[config.mk]
export PLATFORM = sky130hd
export DESIGN_NAME = rps_match_engine_flat
export DESIGN_NICKNAME = d
export VERILOG_FILES = /design/src/rtl/rps_match_engine_pkg.sv /design/src/rtl/rps_match_engine_if.sv /design/src/rtl/rps_match_engine_lfsr.sv /design/src/rtl/rps_match_engine.sv /design/src/flat_wrapper.sv
export SDC_FILE = /design/constraint.sdc
export NUM_CORES = 1
export LEC_CHECK = 0
export BUFFER_PORTS_ARGS = -buffer_cell sky130_fd_sc_hd__buf_2
export CAP_MARGIN = 30
export CORE_ASPECT_RATIO = 0.7
export CORE_MARGIN = 2
export CORE_UTILIZATION = 38
export DETAILED_ROUTE_END_ITERATION = 10
export PLACE_DENSITY_LB_ADDON = 0.25
export SYNTH_ARGS = -nofsm -noshare
export SYNTH_HDL_FRONTEND = slang
export SYNTH_HIERARCHICAL = 1
export SYNTH_SLANG_ARGS = --single-unit
[constraint.sdc]
create_clock -name clk -period 4.4 [get_ports clk]
set_input_delay 0.22 -clock clk [delete_from_list [all_inputs] [get_ports clk]]
set_output_delay 0.22 -clock clk [all_outputs]
set_load 0.05 [all_outputs]
[src/rtl/rps_match_engine_pkg.sv]
// ----------------------------------------------------------------------------
// rps_pkg
//   Shared types for the stone/paper/scissors match engine: move codes,
//   round/match winner codes, FSM state encoding and the round judge.
// ----------------------------------------------------------------------------
package rps_pkg;

    typedef enum logic [1:0] {
        MOVE_STONE    = 2'b00,
        MOVE_PAPER    = 2'b01,
        MOVE_SCISSORS = 2'b10,
        MOVE_INVALID  = 2'b11
    } move_t;

    typedef enum logic [1:0] {
        WIN_TIE     = 2'b00,
        WIN_P1      = 2'b01,
        WIN_P2      = 2'b10,
        WIN_INVALID = 2'b11
    } winner_t;

    typedef enum logic [2:0] {
        ST_IDLE   = 3'b000,
        ST_EVAL   = 3'b001,
        ST_RESULT = 3'b010,
        ST_OVER   = 3'b100
    } state_t;

    // Galois feedback mask for x^8+x^6+x^5+x^4+1 (right-shifting form).
    localparam logic [7:0] LFSR_TAPS = 8'hB8;

    // Judge one round. Any invalid move voids the round.
    function automatic winner_t rps_judge(input move_t a, input move_t b);
        winner_t w;
        if (a == MOVE_INVALID || b == MOVE_INVALID) begin
            w = WIN_INVALID;
        end else if (a == b) begin
            w = WIN_TIE;
        end else if ((a == MOVE_STONE    && b == MOVE_SCISSORS) ||
                     (a == MOVE_PAPER    && b == MOVE_STONE)    ||
                     (a == MOVE_SCISSORS && b == MOVE_PAPER)) begin
            w = WIN_P1;
        end else begin
            w = WIN_P2;
        end
        return w;
    endfunction

endpackage

[src/rtl/rps_match_engine_if.sv]
// ----------------------------------------------------------------------------
// rps_match_engine_if
//   Control/status bundle between the pin decode / status mux and the match
//   engine.
//   Controls (master -> slave): ena, p1_move, p2_move, start, mode, clear
//   Status   (slave -> master): state, round_winner, result_valid, p1_score,
//                               p2_score, rounds_played, match_done,
//                               match_winner, cpu_move
// ----------------------------------------------------------------------------
interface rps_match_engine_if #(
    parameter int unsigned SCORE_W = 4,
    parameter int unsigned ROUND_W = 6
);
    logic               ena;
    logic [1:0]         p1_move;
    logic [1:0]         p2_move;
    logic               start;
    logic               mode;
    logic               clear;

    logic [2:0]         state;
    logic [1:0]         round_winner;
    logic               result_valid;
    logic [SCORE_W-1:0] p1_score;
    logic [SCORE_W-1:0] p2_score;
    logic [ROUND_W-1:0] rounds_played;
    logic               match_done;
    logic [1:0]         match_winner;
    logic [1:0]         cpu_move;

    modport master (
        output ena, p1_move, p2_move, start, mode, clear,
        input  state, round_winner, result_valid, p1_score, p2_score,
               rounds_played, match_done, match_winner, cpu_move
    );

    modport slave (
        input  ena, p1_move, p2_move, start, mode, clear,
        output state, round_winner, result_valid, p1_score, p2_score,
               rounds_played, match_done, match_winner, cpu_move
    );
endinterface

[src/rtl/rps_match_engine_lfsr.sv]
// ----------------------------------------------------------------------------
// rps_lfsr
//   8-bit Galois LFSR providing the CPU opponent's move. Advances every
//   enabled cycle; frozen while ena=0.
//   Ports: clk, reset (async, active-high), ena, cpu_move (legal moves only)
// ----------------------------------------------------------------------------
module rps_lfsr
    import rps_pkg::*;
#(
    parameter logic [7:0] SEED = 8'hA5
) (
    input  logic       clk,
    input  logic       reset,
    input  logic       ena,
    output logic [1:0] cpu_move
);

    if (SEED == 8'h00) begin : g_bad_seed
        $error("rps_lfsr: SEED must be non-zero");
    end

    logic [7:0] lfsr;

    always_ff @(posedge clk or posedge reset) begin
        if (reset) begin
            lfsr <= SEED;
        end else if (ena) begin
            lfsr <= (lfsr >> 1) ^ (lfsr[0] ? LFSR_TAPS : 8'h00);
        end
    end

    // Fold the illegal code 11 back onto stone/paper using bit 2.
    always_comb begin
        cpu_move = lfsr[1:0];
        if (lfsr[1:0] == 2'b11) begin
            cpu_move = {1'b0, lfsr[2]};
        end
    end

endmodule

[src/rtl/rps_match_engine.sv]
// ----------------------------------------------------------------------------
// rps_match_engine
//   Multi-round stone/paper/scissors match controller. Latches both moves on
//   a start rising edge, judges the round, keeps scores and ends the match
//   when a player reaches WIN_ROUNDS. In mode=1 player 2 is the CPU LFSR.
//   Ports: clk, reset (async, active-high), bus (rps_match_engine_if.slave)
// ----------------------------------------------------------------------------
module rps_match_engine
    import rps_pkg::*;
#(
    parameter int unsigned SCORE_W    = 4,
    parameter int unsigned WIN_ROUNDS = 3,
    parameter int unsigned ROUND_W    = 6,
    parameter logic [7:0]  LFSR_SEED  = 8'hA5
) (
    input  logic               clk,
    input  logic               reset,
    rps_match_engine_if.slave  bus
);

    if (WIN_ROUNDS < 1 || WIN_ROUNDS >= (1 << SCORE_W)) begin : g_bad_win
        $error("rps_match_engine: WIN_ROUNDS must be in 1..2**SCORE_W-1");
    end

    localparam logic [SCORE_W-1:0] WIN_SCORE = SCORE_W'(WIN_ROUNDS);

    state_t             state;
    state_t             state_next;
    logic               start_q;
    logic               armed;
    logic               start_edge;
    move_t              move1_q;
    move_t              move2_q;
    winner_t            judged;
    winner_t            round_winner;
    winner_t            match_winner;
    logic [SCORE_W-1:0] p1_score;
    logic [SCORE_W-1:0] p2_score;
    logic [ROUND_W-1:0] rounds_played;
    logic               p1_at_win;
    logic               p2_at_win;
    logic [1:0]         cpu_move;

    rps_lfsr #(.SEED(LFSR_SEED)) u_lfsr (
        .clk      (clk),
        .reset    (reset),
        .ena      (bus.ena),
        .cpu_move (cpu_move)
    );

    // armed only sets once start has been seen low, so a start held high
    // through reset release is not mistaken for a fresh rising edge.
    assign start_edge = bus.start & ~start_q & armed;
    assign judged     = rps_judge(move1_q, move2_q);
    assign p1_at_win  = (p1_score == WIN_SCORE);
    assign p2_at_win  = (p2_score == WIN_SCORE);

    always_comb begin
        state_next = state;
        unique case (state)
            ST_IDLE:   if (start_edge) state_next = ST_EVAL;
            ST_EVAL:   state_next = ST_RESULT;
            ST_RESULT: state_next = (p1_at_win || p2_at_win) ? ST_OVER : ST_IDLE;
            ST_OVER:   state_next = ST_OVER;
            default:   state_next = ST_IDLE;
        endcase
        if (bus.clear) begin
            state_next = ST_IDLE;
        end
    end

    always_ff @(posedge clk or posedge reset) begin
        if (reset) begin
            state         <= ST_IDLE;
            start_q       <= 1'b0;
            armed         <= 1'b0;
            move1_q       <= MOVE_STONE;
            move2_q       <= MOVE_STONE;
            round_winner  <= WIN_TIE;
            match_winner  <= WIN_TIE;
            p1_score      <= '0;
            p2_score      <= '0;
            rounds_played <= '0;
        end else if (bus.ena) begin
            state   <= state_next;
            start_q <= bus.start;
            if (!bus.start) begin
                armed <= 1'b1;
            end
            if (bus.clear) begin
                p1_score      <= '0;
                p2_score      <= '0;
                rounds_played <= '0;
                match_winner  <= WIN_TIE;
            end else begin
                unique case (state)
                    ST_IDLE: begin
                        if (start_edge) begin
                            move1_q <= move_t'(bus.p1_move);
                            move2_q <= bus.mode ? move_t'(cpu_move) : move_t'(bus.p2_move);
                        end
                    end
                    ST_EVAL: begin
                        round_winner <= judged;
                        if (judged != WIN_INVALID && rounds_played != '1) begin
                            rounds_played <= rounds_played + 1'b1;
                        end
                        if (judged == WIN_P1 && !p1_at_win) begin
                            p1_score <= p1_score + 1'b1;
                        end
                        if (judged == WIN_P2 && !p2_at_win) begin
                            p2_score <= p2_score + 1'b1;
                        end
                    end
                    ST_RESULT: begin
                        if (p1_at_win) begin
                            match_winner <= WIN_P1;
                        end else if (p2_at_win) begin
                            match_winner <= WIN_P2;
                        end
                    end
                    default: ;
                endcase
            end
        end
    end

    assign bus.state         = state;
    assign bus.round_winner  = round_winner;
    assign bus.result_valid  = (state == ST_RESULT);
    assign bus.p1_score      = p1_score;
    assign bus.p2_score      = p2_score;
    assign bus.rounds_played = rounds_played;
    assign bus.match_done    = (state == ST_OVER);
    assign bus.match_winner  = match_winner;
    assign bus.cpu_move      = cpu_move;

endmodule
[src/flat_wrapper.sv]
// flat-port wrapper written by rule: the top's interface ports become plain ports
module rps_match_engine_flat import rps_pkg::*;
#(
    parameter int unsigned SCORE_W    = 4,
    parameter int unsigned WIN_ROUNDS = 3,
    parameter int unsigned ROUND_W    = 6,
    parameter logic [7:0]  LFSR_SEED  = 8'hA5
)
  (clk, reset, bus_ena, bus_p1_move, bus_p2_move, bus_start, bus_mode, bus_clear, bus_state, bus_round_winner, bus_result_valid, bus_p1_score, bus_p2_score, bus_rounds_played, bus_match_done, bus_match_winner, bus_cpu_move);
  rps_match_engine_if #(.SCORE_W(SCORE_W), .ROUND_W(ROUND_W)) bus_i ();
  input  logic clk;
  input  logic reset;
  input wire logic [$bits(bus_i.ena)-1:0] bus_ena;
  input wire logic [$bits(bus_i.p1_move)-1:0] bus_p1_move;
  input wire logic [$bits(bus_i.p2_move)-1:0] bus_p2_move;
  input wire logic [$bits(bus_i.start)-1:0] bus_start;
  input wire logic [$bits(bus_i.mode)-1:0] bus_mode;
  input wire logic [$bits(bus_i.clear)-1:0] bus_clear;
  output wire logic [$bits(bus_i.state)-1:0] bus_state;
  output wire logic [$bits(bus_i.round_winner)-1:0] bus_round_winner;
  output wire logic [$bits(bus_i.result_valid)-1:0] bus_result_valid;
  output wire logic [$bits(bus_i.p1_score)-1:0] bus_p1_score;
  output wire logic [$bits(bus_i.p2_score)-1:0] bus_p2_score;
  output wire logic [$bits(bus_i.rounds_played)-1:0] bus_rounds_played;
  output wire logic [$bits(bus_i.match_done)-1:0] bus_match_done;
  output wire logic [$bits(bus_i.match_winner)-1:0] bus_match_winner;
  output wire logic [$bits(bus_i.cpu_move)-1:0] bus_cpu_move;
  assign bus_i.ena = bus_ena;
  assign bus_i.p1_move = bus_p1_move;
  assign bus_i.p2_move = bus_p2_move;
  assign bus_i.start = bus_start;
  assign bus_i.mode = bus_mode;
  assign bus_i.clear = bus_clear;
  assign bus_state = bus_i.state;
  assign bus_round_winner = bus_i.round_winner;
  assign bus_result_valid = bus_i.result_valid;
  assign bus_p1_score = bus_i.p1_score;
  assign bus_p2_score = bus_i.p2_score;
  assign bus_rounds_played = bus_i.rounds_played;
  assign bus_match_done = bus_i.match_done;
  assign bus_match_winner = bus_i.match_winner;
  assign bus_cpu_move = bus_i.cpu_move;
  rps_match_engine #(.SCORE_W(SCORE_W), .WIN_ROUNDS(WIN_ROUNDS), .ROUND_W(ROUND_W), .LFSR_SEED(LFSR_SEED)) u_core (.clk(clk), .reset(reset), .bus(bus_i));
endmodule
==> key figures, run 1 <==
Yosys
  – Top FF cell, synth: dfrtp_1
  – Post-synth top area share: 0.411
  – Yosys reg bits: 35
  – Async S/R FF share, synth: 1.00
  – Distinct cell type count after synthesis: 55
  – Yosys warning count: 6
  – Largest area contributor in the netlist: dfrtp_1
  – Synthesized instance count: 191
  – Cell with the most instances after synthesis: dfrtp_1
  – Area contributors post-synth: dfrtp_1, dfstp_2, o21ai_0
  – Commonest cells post-synth: dfrtp_1, nand2_1, o21ai_0, nor2_1, a21oi_1
  – Synth Cell Area: 0.00189 mm^2
  – Seq/Total Area, Yosys: 0.467
  – Number of flops mapped to enable cells by yosys: 0
  – Mapped Nets: 204
  – Mean Syn Cell Area: 9.88 um^2

Clocking
  – H-tree Lvls: 2
  – Clock buffer count from CTS: 5
  – CTS tree: done
  – Worst skew pair latency: 0.29 ns
  – Clk root buf: clkbuf_8
  – Clock Path Buffers: 2
  – Clock slew at reported path FFs: 0.08 ns
  – Clock Sinks: 35

STA
  – RSZ-0062 raised after global routing: false
  – Final Hold Fails: 0
  – Final Max Slew Viols: 0
  – Setup violations, final: 0
  – Actual slew at the worst max-slew pin: 0.642 ns
  – Min Tclk post-route: 1.88 ns
  – Worst slew margin: 0.572
  – Setup TNS: 0 ns
  – Layout Skew: 0.00374 ns
  – Tcrit/Tclk final: 0.427
  – WHS: 0.145 ns
  – Max Freq: 0.532 GHz
  – Setup ws final: 2.52 ns

Layout
  – Util after Layout: 0.475
  – Layout cells sized above 1: 0.269
  – Final instance area: 0.00227 mm^2
  – Syn-to-layout area delta: 20.4%
  – Final Non-Filler Cells: 296
  – Final #Nets: 239
  – N_diodes: 0

Floorplanning
  – Initial core utilization: 0.395
  – Die Area: 0.00555 mm^2
  – Core box area: 0.00478 mm^2
  – # rows: 21
  – Die Span X: 88.2 um
  – Boundary Pins: 35
  – Die height: 63.0 um

Pwr
  – Leak: 1.05 nW
  – PnR Total Power: 1.40 mW
  – VDD IR max: 0.313 mV
  – Pwr/cell area: 618 mW/mm^2

Detailed routing
  – Initial drt markers: 59
  – DRC: 0
  – Total number of vias: 1521
  – DRT Pass-1 Iters: 6
  – DR WL/cell: 13.9 um
  – Antenna viol nets, final: 0
  – Drt total wl: 4.12 mm
  – DR vias/cell: 5.14

Place
  – Placed inst area: 0.00212 mm^2
  – Placed cell count: 287
  – Post-DP HPWL: 2.93 mm
  – RePlAce Congestion: 0.762
  – Port Buf Inserts: 34
  – Pre-CTS setup slack: 2.55 ns

Worst setup path
  – Crit path DAT: 2.12 ns
  – Worst Setup SP: u_core/bus.state[2]
  – Max FO, Critical Path: 16
  – Startpoint types: flop
  – Crit-path leading delay family: simple AND/OR/NAND/NOR gates
  – Count of buffer and inverter cells on the critical path: 0
  – R2r endpoint: u_core/bus.p2_score[0]
  – CP Capture Point: u_core/bus.p2_score[0]
  – Reg2reg path depth: 5
  – Crit Path Class: flop to flop
  – R2r startpoint: u_core/bus.state[2]
  – R2R Setup Slk: 2.52 ns
  – Element type at the critical path end: flop
  – Critical path required time: 4.64 ns
  – CP peak stage delay: 0.55 ns
  – CP Cell Sequence: nor3b_4 > o21ai_2 > or4_1 > nand2_1 > a22o_1
  – Slowest stage cell on the critical path: or4_1
  – Worst path depth: 5

Global route
  – Initial antenna violation count: 0
  – Overall Global Routing Usage: 0.159
  – Global route overflow: 0
  – Pin count of the biggest net entering global routing: 22
  – Global-route wire length before repair: 6.89 mm
  – Vias in the first global route: 1411

Worst hold path
  – Worst min path class: input port to flop

Run status
  – Outcome: finished, final reports clean

Run
  – Max-Cap Viols: 0
==> power breakdown <==
part / leakage (nW) / internal [mW] / switching (mW)
sequential: 0.434 / 0.422 / 0.110
combinational: 0.556 / 0.180 / 0.337
clock: 0.0644 / 0.226 / 0.129
total: 1.05 / 0.828 / 0.576
==> placed cells by master, fill, tap and decap left out, types with 2 or more instances in the layout <==
master and n:
nor3_1 4, o21ai_1 4, a22oi_1 3, a32o_1 2, xnor2_1 3, nor2_1 13
dfstp_2 4, a211oi_1 2, nand2_1 20, nor2b_1 2, ha_1 3, or4b_1 2
mux2i_1 4, inv_1 10, buf_2 34, a21oi_1 12, a22o_1 3, mux2_2 5
nand3_1 4, nor3b_1 3, bufinv_16 2, and3_1 3, clkbuf_8 5, mux2_4 2
o21ai_0 16, dfrtp_1 31
==> kinds of logic after synthesis <==
group,share of synthesized area
AO/OA/AOI/OAI,0.197
XOR/XNOR,0.0186
adder cells (fa/ha/maj),0.0199
buffers and inverters,0.0484
flip-flops,0.467
multiplexers,0.0670
AND/OR/NAND/NOR,0.182
==> how the worst min path moves through the flow <==
stage / startpoint / end / slack (ns) / cells after the start
floorplan: reset / u_core/u_lfsr/lfsr[1] / 0.03 / 1
global placement: reset / u_core/u_lfsr/lfsr[4] / 0.18 / 2
detailed placement: reset / u_core/u_lfsr/lfsr[3] / 0.19 / 2
CTS: bus_start / u_core/armed / 0.14 / 2
global route: bus_start / u_core/armed / 0.14 / 2
finish: bus_start / u_core/armed / 0.15 / 2
==> final cells by class <==
class                           instances  area [um^2]
Fill cell                             487         2510
Timing Repair Buffer                   36          208
Inverter                               12         45.0
Clock buffer                            5         68.8
Multi-Input combinational cell        136          915
Tap cell                               69         86.3
Clock inverter                          3         67.6
Sequential cell                        35          881
==> registers in the layout, indices dropped and copies added (netlist names), 2 cells and up <==
register	count
u_core/move2_q	2
u_core/bus.p1_score	4
u_core/bus.p2_score	4
u_core/bus.rounds_played	6
u_core/bus.round_winner	2
u_core/move1_q	2
u_core/u_lfsr/lfsr	8
u_core/bus.state	3
u_core/bus.match_winner	2
==> metal layers <==
metal | GRT usage | vias to the layer above | routed length [um]
met5 | 0 | - | 0
met2 | 0.217 | 36 | 1680
met3 | 0.0502 | 6 | 202
met4 | 0.0530 | 0 | 44
li1 | - | 759 | -
met1 | 0.236 | 720 | 2200
==> timing repair <==
action / CTS / global route
setup buffers: 0 / 0
setup endpoints to repair: 0 / 0
hold buffers: 1 / 0
hold endpoints to repair: 4 / 0
gates resized for setup: 0 / 0
No activity file was read; power rests on OpenSTA's default activity.
==> inputs of run 2 (changes only) <==
==> constraint.sdc (replaced) <==
create_clock -name clk -period 1.9 [get_ports clk]
set_input_delay 0.095 -clock clk [delete_from_list [all_inputs] [get_ports clk]]
set_output_delay 0.095 -clock clk [all_outputs]
set_load 0.05 [all_outputs]
==> run 2 against run 1 <==
Against the previous run: clock power rose by 58%; critical path depth did not move; clock skew rose by 0.0025 ns; sequential share of layout area rose by 0.29 points; utilization fell by 0.16 points; count of clock-buffer cells in the layout rose by 2; final cell count rose by 1.7%; highest routed layer unchanged; maximum frequency rose by 7.0%; non-clock buffer count rose by 5; largest cell class unchanged; sequential power rose by 130%; total power rose by 110%.
==> key figures, run 2 (same netlist as run 1, synthesis figures left out) <==
Worst setup path
  – Startpoint types: flop
  – Element type at the critical path end: flop
  – Critical path required time: 2.07 ns
  – Crit Path Class: flop to flop
  – Crit path DAT: 1.93 ns
  – Max FO, Critical Path: 10

STA
  – Setup violations, final: 0
  – Layout Skew: 0.00623 ns
  – RSZ-0062 raised after global routing: false
  – Worst slew margin: 0.756
  – Min Tclk post-route: 1.76 ns
  – Final Hold Fails: 0
  – Max Freq: 0.569 GHz
  – Actual slew at the worst max-slew pin: 0.366 ns
  – Final Max Slew Viols: 0
  – Tcrit/Tclk final: 0.925

Detailed routing
  – Drt total wl: 4.08 mm
  – Total number of vias: 1547
  – DRC: 0
  – DR WL/cell: 13.6 um
  – DR vias/cell: 5.14
  – Antenna viol nets, final: 0
  – Initial drt markers: 89
  – DRT Pass-1 Iters: 4

Run
  – Max-Cap Viols: 0

Floorplanning
  – Die height: 63.0 um
  – Die Area: 0.00555 mm^2
  – Initial core utilization: 0.395
  – Die Span X: 88.2 um
  – Core box area: 0.00478 mm^2
  – Boundary Pins: 35
  – # rows: 21

Clocking
  – Worst skew pair latency: 0.29 ns
  – Clock buffer count from CTS: 5
  – H-tree Lvls: 2
  – Clock Sinks: 35
  – Clk root buf: clkbuf_8
  – Clock slew at reported path FFs: 0.07 ns
  – Clock Path Buffers: 2
  – CTS tree: done

Pwr
  – Seq pwr share: 0.411
  – Leak: 1.06 nW
  – Pint: 1.70 mW
  – Switching Share: 0.434
  – PnR Total Power: 2.99 mW
  – Combinational share of power: 0.401
  – Clock power share: 0.188
  – VDD IR max: 0.485 mV
  – Sw Pwr: 1.30 mW
  – Pwr/cell area: 1320 mW/mm^2

Global route
  – Global-route wire length before repair: 6.87 mm
  – Vias in the first global route: 1464
  – Initial antenna violation count: 0
  – Pin count of the biggest net entering global routing: 28
  – Overall Global Routing Usage: 0.162
  – Global route overflow: 0

Layout
  – Layout cells sized above 1: 0.302
  – Largest Register: u_core/u_lfsr/lfsr
  – N_diodes: 0
  – Largest registers: u_core/u_lfsr/lfsr: 8 flops, u_core/bus.rounds_played: 6 flops
  – Max reg flops: 8
  – Commonest non-fill, non-tap cell in the layout: buf_2
  – Commonest non-fill, non-tap cells in the layout: buf_2, dfrtp_1, nand2_1, o21ai_0, nor2_1
  – Final Non-Filler Cells: 301
  – Syn-to-layout area delta: 20.0%
  – Final #Nets: 244

Place
  – RePlAce Congestion: 0.766
  – Port Buf Inserts: 34
  – Placed cell count: 292
  – Post-DP HPWL: 2.93 mm

Run status
  – Outcome: finished, final reports clean

Worst hold path
  – Worst min path class: input port to flop
run 2: changes by cell type in the layout (fill, tap and decap cells not counted), sizes merged:
cell	change
clkbuf	+2
clkinv	+1
buf	+5
bufinv	-2
clkinvlp	-1
run 2: layout make-up:
type | instances | area (um^2)
multi-input cells | 136 | 931
repair buffers | 41 | 225
clock inverters | 1 | 5.00
flip-flops and latches | 35 | 885
well taps | 69 | 86.3
fillers | 497 | 2520
inverters | 12 | 45.0
clock buffers | 7 | 86.3
run 2: repair_timing:
item	4_1_cts	5_1_grt
endpoints found under the setup margin	0	3
hold endpoints to repair	31	0
buffers inserted	0	0
resized for setup	0	1
hold buffers	1	0
run 2: worst paths after layout:
path	start	end	slack [ns]	cells past startpoint
hold / removal	bus_start	u_core/armed	0.02	2
min in group asynchronous	reset	u_core/u_lfsr/lfsr[1]	0.29	3
setup reg to reg	u_core/move2_q[1]	u_core/bus.p2_score[2]	0.14	5
setup / recovery	u_core/move2_q[1]	u_core/bus.p2_score[2]	0.14	5
hold reg to reg	u_core/bus.round_winner[0]	u_core/bus.round_winner[0]	0.47	2
max in group asynchronous	reset	u_core/bus.p2_score[1]	1.19	4
run 2: per-layer routing:
layer | track usage | vias to the layer above | wire length (um) | share of wire
met5 | 0 | - | 0 | 0
met4 | 0.0682 | 0 | 61 | 0.015
met3 | 0.0343 | 5 | 230 | 0.056
met2 | 0.236 | 40 | 1680 | 0.41
met1 | 0.232 | 729 | 2110 | 0.52
li1 | - | 773 | - | -
run 2: per-stage QoR:
step | cell area, um^2 | util | hold slack [ns] | setup WS (ns) | TNS [ns]
after floorplan | 1900 | - | -0.0922 | -0.00694 | -0.00694
after global placement | 2160 | 0.451 | 0.0707 | 0.132 | 0
after detailed placement | 2160 | 0.451 | 0.0632 | 0.103 | 0
after CTS | 2260 | 0.472 | 0.00882 | 0.0867 | 0
after global routing | 2260 | 0.473 | 0.0215 | 0.0320 | 0
final | 2260 | 0.473 | 0.0151 | 0.143 | 0
run 2: critical path, stage by stage (launching register included):
cell and delay [ns]:
dfrtp_1 0.49, and4bb_2 0.28, a21oi_1 0.29, nor3b_2 0.14
and4b_1 0.21, a211o_1 0.23
run 2: power by group through the flow:
stage / logic [mW] / clock network (mW) / registers (mW)
2_1_floorplan: 0.713 / 0 / 1.47
5_1_grt: 1.32 / 0.619 / 1.27
3_5_place_dp: 1.20 / 0 / 1.24
3_3_place_gp: 1.19 / 0 / 1.23
6_report: 1.20 / 0.562 / 1.23
4_1_cts: 1.21 / 0.581 / 1.23
==> inputs of run 3 (changes only) <==
--- a/config.mk
+++ b/config.mk
@@ -12,6 +12,7 @@
 export CORE_UTILIZATION = 38
 export DETAILED_ROUTE_END_ITERATION = 10
 export PLACE_DENSITY_LB_ADDON = 0.25
+export RECOVER_POWER = 100
 export SYNTH_ARGS = -nofsm -noshare
 export SYNTH_HDL_FRONTEND = slang
 export SYNTH_HIERARCHICAL = 1
==> run 3 against run 2 <==
Against the previous run: first-iteration DRC count shrank 9.0%; worst setup slack lost 0.022 ns; final area shrank 2.2%; critical path type unchanged; critical endpoint unchanged; largest power group unchanged.
==> key figures, run 3 (same netlist as run 1, synthesis figures left out) <==
Run status
  – Outcome: finished, final reports clean

Clocking
  – Worst skew pair latency: 0.29 ns
  – CTS tree: done
  – Clock slew at reported path FFs: 0.07 ns
  – H-tree Lvls: 2
  – Clock Path Buffers: 2
  – Post-CTS Setup Inserts: 0
  – Clock Sinks: 35
  – Clock buffer count from CTS: 5
  – Clk root buf: clkbuf_8

Floorplanning
  – Initial core utilization: 0.395
  – Die height: 63.0 um
  – # rows: 21
  – Core box area: 0.00478 mm^2
  – Boundary Pins: 35
  – Die Span X: 88.2 um
  – Die Area: 0.00555 mm^2

STA
  – Tcrit/Tclk final: 0.936
  – Layout Skew: 0.00673 ns
  – Final Hold Fails: 0
  – Final Max Slew Viols: 0
  – RSZ-0062 raised after global routing: false
  – Max Freq: 0.562 GHz
  – Worst slew margin: 0.524
  – Setup violations, final: 0
  – Min Tclk post-route: 1.78 ns
  – Actual slew at the worst max-slew pin: 0.714 ns

Layout
  – Fillers: 511
  – Largest registers: u_core/u_lfsr/lfsr: 8 flops, u_core/bus.rounds_played: 6 flops
  – Commonest non-fill, non-tap cells in the layout: dfrtp_1, clkbuf_1, nand2_1, o21ai_0, nor2_1
  – N_diodes: 0
  – Final #Nets: 244
  – Commonest non-fill, non-tap cell in the layout: dfrtp_1
  – Layout cells sized above 1: 0.177
  – Syn-to-layout area delta: 17.3%
  – Largest Register: u_core/u_lfsr/lfsr
  – Util after Layout: 0.463
  – Max reg flops: 8

Pwr
  – Pwr/cell area: 1330 mW/mm^2
  – VDD IR max: 0.452 mV
  – Leak: 0.960 nW
  – PnR Total Power: 2.94 mW

Detailed routing
  – DR vias/cell: 5.11
  – DRT Pass-1 Iters: 4
  – DRC: 0
  – DR WL/cell: 13.6 um
  – Initial drt markers: 81
  – Met2 Wirelength: 1.70 mm
  – Antenna viol nets, final: 0
  – Drt total wl: 4.09 mm
  – DR top layer: met4
  – Met3 wire length: 225 um
  – Total number of vias: 1537
  – Post-Route M1 WL: 2.10 mm

Global route
  – Pin count of the biggest net entering global routing: 28
  – Initial antenna violation count: 0
  – Global route overflow: 0
  – Global-route wire length before repair: 6.87 mm
  – Vias in the first global route: 1464
  – Overall Global Routing Usage: 0.162

Place
  – RePlAce Congestion: 0.766
  – Port Buf Inserts: 34
  – Post-DP HPWL: 2.93 mm

Worst setup path
  – R2R Setup Slk: 0.12 ns
  – Startpoint types: flop
  – Crit path DAT: 1.95 ns
  – Element type at the critical path end: flop
  – Max FO, Critical Path: 7
  – Crit Path Class: flop to flop
  – Critical path required time: 2.07 ns

Worst hold path
  – Worst min path class: input port to flop

Run
  – Max-Cap Viols: 0
-- run 3: path summary, 6_finish.rpt --
check	start	endpoint	cells past startpoint
setup reg to reg	u_core/bus.p2_score[0]	u_core/bus.p2_score[2]	5
setup / recovery	u_core/bus.p2_score[0]	u_core/bus.p2_score[2]	5
hold / removal	bus_start	u_core/armed	2
hold reg to reg	u_core/armed	u_core/armed	1
min in group asynchronous	reset	u_core/u_lfsr/lfsr[1]	3
max in group asynchronous	reset	u_core/bus.p2_score[1]	4
-- run 3: metrics by stage --
step	hold WS, ns	worst slack (ns)	TNS, ns	cell area, um^2	instances
final	0.0166	0.122	0	2210	301
after global routing	0.0215	0.0376	0	2210	301
after CTS	0.00882	0.0867	0	2260	301
after detailed placement	0.0632	0.103	0	2160	292
after global placement	0.0707	0.132	0	2160	292
after floorplan	-0.0922	-0.00694	-0.00694	1900	191
-- run 3: metal layers --
metal  track usage  up-vias
met3        0.0343        5
met5             0        -
met1         0.232      725
met2         0.236       37
met4        0.0682        0
li1              -      770
-- run 3: area by class of cell --
class | instances | area (um^2) | area share
clock inverter | 1 | 5.00 | 0.00226
multi-input combinational | 136 | 920 | 0.415
inverter | 12 | 45.0 | 0.0204
timing repair buffer | 41 | 189 | 0.0854
tap | 69 | 86.3 | 0.0390
sequential | 35 | 882 | 0.399
clock buffer | 7 | 86.3 | 0.0390
-- run 3: power breakdown --
| part | internal, mW | leakage [nW] | switching, mW |
|---|---|---|---|
| registers | 0.974 | 0.432 | 0.256 |
| clock network | 0.293 | 0.0482 | 0.267 |
| logic | 0.373 | 0.480 | 0.781 |
| total | 1.64 | 0.960 | 1.30 |
-- run 3: timing repair --
action / 4_1_cts / 5_1_grt
hold buffers: 1 / 0
endpoints found under the setup margin: 0 / 3
gates resized for setup: 0 / 1
endpoints found under the hold margin: 31 / 0
-- run 3: critical path, cell delays in order (launching register included) --
cell	delay [ns]
dfrtp_1	0.47
ha_1	0.26
nor3b_2	0.19
nor3b_2	0.34
a21oi_1	0.12
a211o_1	0.28
